<file path="config.mk">
export PLATFORM = sky130hd
export DESIGN_NAME = counter_arbiter
export DESIGN_NICKNAME = d
export VERILOG_FILES = /design/src/rtl/counter_arbiter.sv
export SDC_FILE = /design/constraint.sdc
export NUM_CORES = 1
export LEC_CHECK = 0
export BUFFER_PORTS_ARGS = -buffer_cell sky130_fd_sc_hd__buf_4
export CAP_MARGIN = 30
export CORE_AREA = 2 2 52 54
export CTS_CLUSTER_SIZE = 10
export DETAILED_ROUTE_END_ITERATION = 10
export DIE_AREA = 0 0 54 56
export GPL_TIMING_DRIVEN = 0
export PLACE_DENSITY_LB_ADDON = 0.2
export SYNTH_ARGS = -nofsm -noshare
export SYNTH_HDL_FRONTEND = slang
export SYNTH_SLANG_ARGS = --single-unit
</file>
<file path="constraint.sdc">
create_clock -name clk -period 3.7 [get_ports clk]
set_input_delay 0.185 -clock clk [delete_from_list [all_inputs] [get_ports clk]]
set_output_delay 0.185 -clock clk [all_outputs]
set_load 0.1 [all_outputs]
</file>
<file path="src/rtl/counter_arbiter.sv">
// Round-robin arbiter that runs one requester's up/down step sequence on a shared
// wrap-around counter and closes each transaction with a 4-phase req/done handshake.
module counter_arbiter #(
   parameter int WIDTH = 3
) (
   input  logic             clk,
   input  logic             reset,
   input  logic [1:0]       req,
   input  logic [1:0]       mode,
   input  logic [WIDTH-1:0] steps0,
   input  logic [WIDTH-1:0] steps1,
   output logic [1:0]       gnt,
   output logic [1:0]       done,
   output logic             busy,
   output logic [WIDTH-1:0] count
);

   typedef enum logic [1:0] {IDLE, RUN, DONE} state_t;

   state_t           state, state_nx;
   logic [WIDTH-1:0] count_nx;
   logic [WIDTH-1:0] remaining, remaining_nx;
   logic [1:0]       gnt_nx, done_nx;
   logic             busy_nx;
   logic             last, last_nx;
   logic             dir, dir_nx;
   logic             winner;
   logic [WIDTH-1:0] win_steps;

   // On contention the requester that was not served last wins.
   always_comb begin
      if (req == 2'b11) winner = ~last;
      else              winner = req[1];
      win_steps = winner ? steps1 : steps0;
   end

   // NOTE: every next-state value defaults to the current value first, so no latch is inferred.
   always_comb begin
      state_nx     = state;
      count_nx     = count;
      remaining_nx = remaining;
      gnt_nx       = gnt;
      done_nx      = done;
      busy_nx      = busy;
      last_nx      = last;
      dir_nx       = dir;
      case (state)
         IDLE: begin
            if (req != 2'b00) begin
               dir_nx       = mode[winner];
               remaining_nx = win_steps;
               gnt_nx       = winner ? 2'b10 : 2'b01;
               last_nx      = winner;
               busy_nx      = 1'b1;
               if (win_steps != '0) begin
                  state_nx = RUN;
               end else begin
                  state_nx = DONE;
                  done_nx  = winner ? 2'b10 : 2'b01;
               end
            end
         end
         RUN: begin
            count_nx     = dir ? count + 1'b1 : count - 1'b1;
            remaining_nx = remaining - 1'b1;
            if (remaining == WIDTH'(1)) begin
               state_nx = DONE;
               done_nx  = gnt;
            end
         end
         DONE: begin
            // The owner of the current transaction is always the last-granted requester.
            if (!req[last]) begin
               state_nx = IDLE;
               gnt_nx   = 2'b00;
               done_nx  = 2'b00;
               busy_nx  = 1'b0;
            end
         end
         default: state_nx = IDLE;
      endcase
   end

   // NOTE: sequential state uses non-blocking assignments so all flops update together.
   always_ff @(posedge clk or negedge reset) begin
      if (!reset) begin
         state     <= IDLE;
         count     <= '0;
         remaining <= '0;
         gnt       <= 2'b00;
         done      <= 2'b00;
         busy      <= 1'b0;
         last      <= 1'b1;
         dir       <= 1'b0;
      end else begin
         state     <= state_nx;
         count     <= count_nx;
         remaining <= remaining_nx;
         gnt       <= gnt_nx;
         done      <= done_nx;
         busy      <= busy_nx;
         last      <= last_nx;
         dir       <= dir_nx;
      end
   end

endmodule

</file>
==> impl_metrics.prom <==
# TYPE chip_impl_metric gauge
chip_impl_metric{name="share_of_final_layout_standard_cells_stronger_than_drive_strength_1",unit=""} 0.301
chip_impl_metric{name="gp_congestion",unit=""} 0.765
chip_impl_metric{name="fp-row-count",unit=""} 18
chip_impl_metric{name="cts.repair.resized",unit=""} 0
chip_impl_metric{name="via_per_inst",unit=""} 5.07
chip_impl_metric{name="clock_sinks",unit=""} 15
chip_impl_info{name="post-synth-top-count-cell",value="dfrtp_1"} 1
chip_impl_metric{name="post_synth_fa_ha_maj_area_fraction",unit=""} 0.101
chip_impl_metric{name="cts_made_buffers",unit=""} 3
chip_impl_metric{name="routed_wire_length_per_instance",unit="microns"} 12.4
chip_impl_info{name="worst_hold_path_type",value="in -> reg"} 1
chip_impl_metric{name="largest_driver_fanout_on_the_critical_path",unit=""} 10
chip_impl_metric{name="global_route.usage.total",unit=""} 0.139
chip_impl_metric{name="post_synth_mux_area_share",unit=""} 0.123
chip_impl_info{name="ys_dominant_reg_cell",value="dfrtp_1"} 1
chip_impl_metric{name="area_growth_from_synthesis_to_layout",unit="%"} 23.0
chip_impl_metric{name="antenna_found_initial",unit=""} 0
chip_impl_info{name="reg2reg_to",value="remaining[2]"} 1
chip_impl_info{name="largest_area_contributor_in_the_netlist",value="dfrtp_1"} 1
chip_impl_metric{name="worstPathRequired",unit="ns"} 3.87
chip_impl_info{name="leading_cell_types_by_count_after_synthesis",value="dfrtp_1, o21ai_0, inv_1, nand2_1"} 1
chip_impl_info{name="critical_path_launch_point",value="state[1]"} 1
chip_impl_metric{name="synth-simple-area-share",unit=""} 0.0879
chip_impl_metric{name="yosys.area_share.xor_xnor",unit=""} 0.0280
chip_impl_metric{name="ys_types",unit=""} 33
chip_impl_metric{name="totalWireLength",unit="mm"} 1.77
chip_impl_metric{name="drt_pass1_iterations",unit=""} 4
chip_impl_info{name="run_status",value="complete, no violations"} 1
chip_impl_info{name="buffer_cell_driving_the_clock_tree_root",value="clkbuf_4"} 1
chip_impl_metric{name="max-slew-margin-rel",unit=""} 0.591
chip_impl_info{name="grt_setup_unrepaired",value="false"} 1
chip_impl_metric{name="post-route-min-period",unit="ns"} 2.15
chip_impl_metric{name="synth.net_count",unit=""} 108
chip_impl_metric{name="timing.fmax",unit="GHz"} 0.465
chip_impl_metric{name="post_cts_setup_inserts",unit=""} 0
chip_impl_metric{name="worst-r2r-cell-count",unit=""} 7
chip_impl_metric{name="drc",unit=""} 0
chip_impl_info{name="synth_top_family_by_area",value="compound AO/OA/AOI/OAI gates"} 1
chip_impl_metric{name="grt_overflow",unit=""} 0
chip_impl_metric{name="start_util",unit=""} 0.386
chip_impl_metric{name="final-setup-viol-count",unit=""} 0
chip_impl_metric{name="routed-via-count",unit=""} 725
chip_impl_info{name="cp-endpoint",value="remaining[2]"} 1
chip_impl_metric{name="synth-async-reset-ratio",unit=""} 1.00
chip_impl_info{name="tritoncts",value="done"} 1
chip_impl_metric{name="netlist_instances",unit=""} 89
chip_impl_metric{name="clk-insertion-delay-late",unit="ns"} 0.28
chip_impl_metric{name="top_level_ports",unit=""} 20
chip_impl_metric{name="final.setup.tns",unit="ns"} 0
chip_impl_metric{name="port-buffer-count",unit=""} 19
chip_impl_metric{name="max_cap_violations",unit=""} 0
chip_impl_metric{name="worst_setup_hold_path_clk_slew",unit="ns"} 0.08
chip_impl_metric{name="final_net_count",unit=""} 133
chip_impl_metric{name="first_global_vias",unit=""} 721
chip_impl_metric{name="antenna_left",unit=""} 0
chip_impl_metric{name="postSynthRegisterBits",unit=""} 15
chip_impl_info{name="r2r_path_start",value="state[1]"} 1
chip_impl_metric{name="finClkSkew",unit="ns"} 0.00569
chip_impl_metric{name="synth_largest_type_area_fraction",unit=""} 0.373
chip_impl_metric{name="grt_max_degree",unit=""} 16
chip_impl_metric{name="grt_first_pass_wirelength",unit="mm"} 3.10
chip_impl_metric{name="fp.dieW",unit="microns"} 54
chip_impl_metric{name="syn_area",unit="sq um"} 940
chip_impl_metric{name="synth_enable_flop_cells",unit=""} 0
chip_impl_metric{name="ff2ff_setup_slack",unit="ns"} 1.55
chip_impl_metric{name="critical_path_arrival",unit="ns"} 2.32
chip_impl_metric{name="htree_levels",unit=""} 1
chip_impl_metric{name="cts_max_path_buffers",unit=""} 2
chip_impl_metric{name="yosysWarnings",unit=""} 0
chip_impl_metric{name="final.fill_count",unit=""} 241
chip_impl_metric{name="finalHoldViolCount",unit=""} 0
chip_impl_metric{name="die_h",unit="microns"} 56
chip_impl_metric{name="drt_iter0_drc",unit=""} 14
chip_impl_metric{name="synth_compound_gate_area_share",unit=""} 0.210
chip_impl_info{name="post_synth_main_area_contributors",value="dfrtp_1, ha_1, o21ai_0"} 1
chip_impl_metric{name="yosysSeqAreaShare",unit=""} 0.401
chip_impl_info{name="worst_setup_path_end_kind",value="register"} 1
chip_impl_metric{name="die_area",unit="sq mm"} 0.00302
chip_impl_metric{name="syn_avg_cell_area",unit="sq um"} 10.6
chip_impl_metric{name="dp_hpwl",unit="mm"} 1.39
chip_impl_metric{name="maxSlewViolCount",unit=""} 0
chip_impl_metric{name="antenna_cells_inserted",unit=""} 0
chip_impl_metric{name="worst_pin_slew",unit="ns"} 0.608
chip_impl_metric{name="fp.coreArea",unit="sq mm"} 0.00243
chip_impl_metric{name="post-route-period-util",unit=""} 0.581
chip_impl_info{name="worst_setup_path_start_kind",value="register"} 1
chip_impl_metric{name="postCtsHoldBufs",unit=""} 1
chip_impl_info{name="criticalPathCategory",value="reg -> reg"} 1
-- routing by layer --
metal | track usage | wire, microns
met1 | 0.173 | 791
met3 | 0.0565 | 107
met2 | 0.220 | 856
met5 | 0 | 0
met4 | 0.0321 | 15
-- kinds of logic (layout without fill, tap and decap cells) --
kind of cell	after synthesis	after routing
buffers and inverters	10	34
multiplexers	10	10
AO/OA/AOI/OAI	25	25
AND/OR/NAND/NOR	19	19
XOR/XNOR	3	3
flip-flops	15	15
adder cells (fa/ha/maj)	7	7
-- worst min path at each step --
stage | startpoint | end | slack (ns) | cells past startpoint
6_report | req[0] | last | 0.10 | 2
4_1_cts | req[0] | last | 0.09 | 2
2_1_floorplan | reset | busy | -0.11 | 0
3_3_place_gp | reset | remaining[1] | 0.05 | 1
3_5_place_dp | reset | remaining[1] | 0.05 | 1
5_1_grt | req[0] | last | 0.08 | 2
-- area by class of cell --
class,instances,area [sq um],area share
flip-flops and latches,15,377,0.326
inverters,7,26.3,0.0227
clock buffers,4,26.3,0.0227
plain buffers,3,20.0,0.0173
multi-input cells,64,517,0.447
repair buffers,20,153,0.132
well taps,30,37.5,0.0325
-- worst max-delay path, cell delays in order, from the launching register on --
cell and delay, ns:
dfrtp_1 0.40, inv_1 0.08, ha_1 0.17, buf_2 0.19, o21ai_0 0.19, a21boi_0 0.57
o21ai_0 0.20, a222oi_1 0.25
-- registers in the layout, indices dropped and copies added, names as in the netlist --
name	cells
gnt	2
dir	1
busy	1
state	2
remaining	3
done	2
count	3
last	1
-- stage by stage --
| step | setup WS [ns] | area, sq um | utilization | hold slack, ns | std cells |
|---|---|---|---|---|---|
| floorplan | 1.79 | 940 | - | -0.111 | 89 |
| global placement | 1.58 | 1120 | 0.460 | 0.0489 | 138 |
| detailed placement | 1.59 | 1120 | 0.460 | 0.0480 | 138 |
| CTS | 1.55 | 1160 | 0.475 | 0.0894 | 143 |
| global route | 1.36 | 1160 | 0.475 | 0.0756 | 143 |
| finish | 1.55 | 1160 | 0.475 | 0.101 | 143 |
-- layout by cell type (no fill, tap or decap), types with 2 or more instances in the layout --
master,instances
inv_1,7
o21ai_0,9
clkbuf_1,2
nand3_1,2
a21oi_1,3
nor2_1,6
mux2_2,4
ha_1,6
a22oi_1,2
a21boi_0,3
nor3_1,2
buf_4,19
nand2_1,7
mux2i_1,3
xnor2_1,2
dfrtp_1,14
clkbuf_4,3
Power is not shown: default switching activity piles up to over one toggle a cycle in this logic, so the estimate is an artifact.
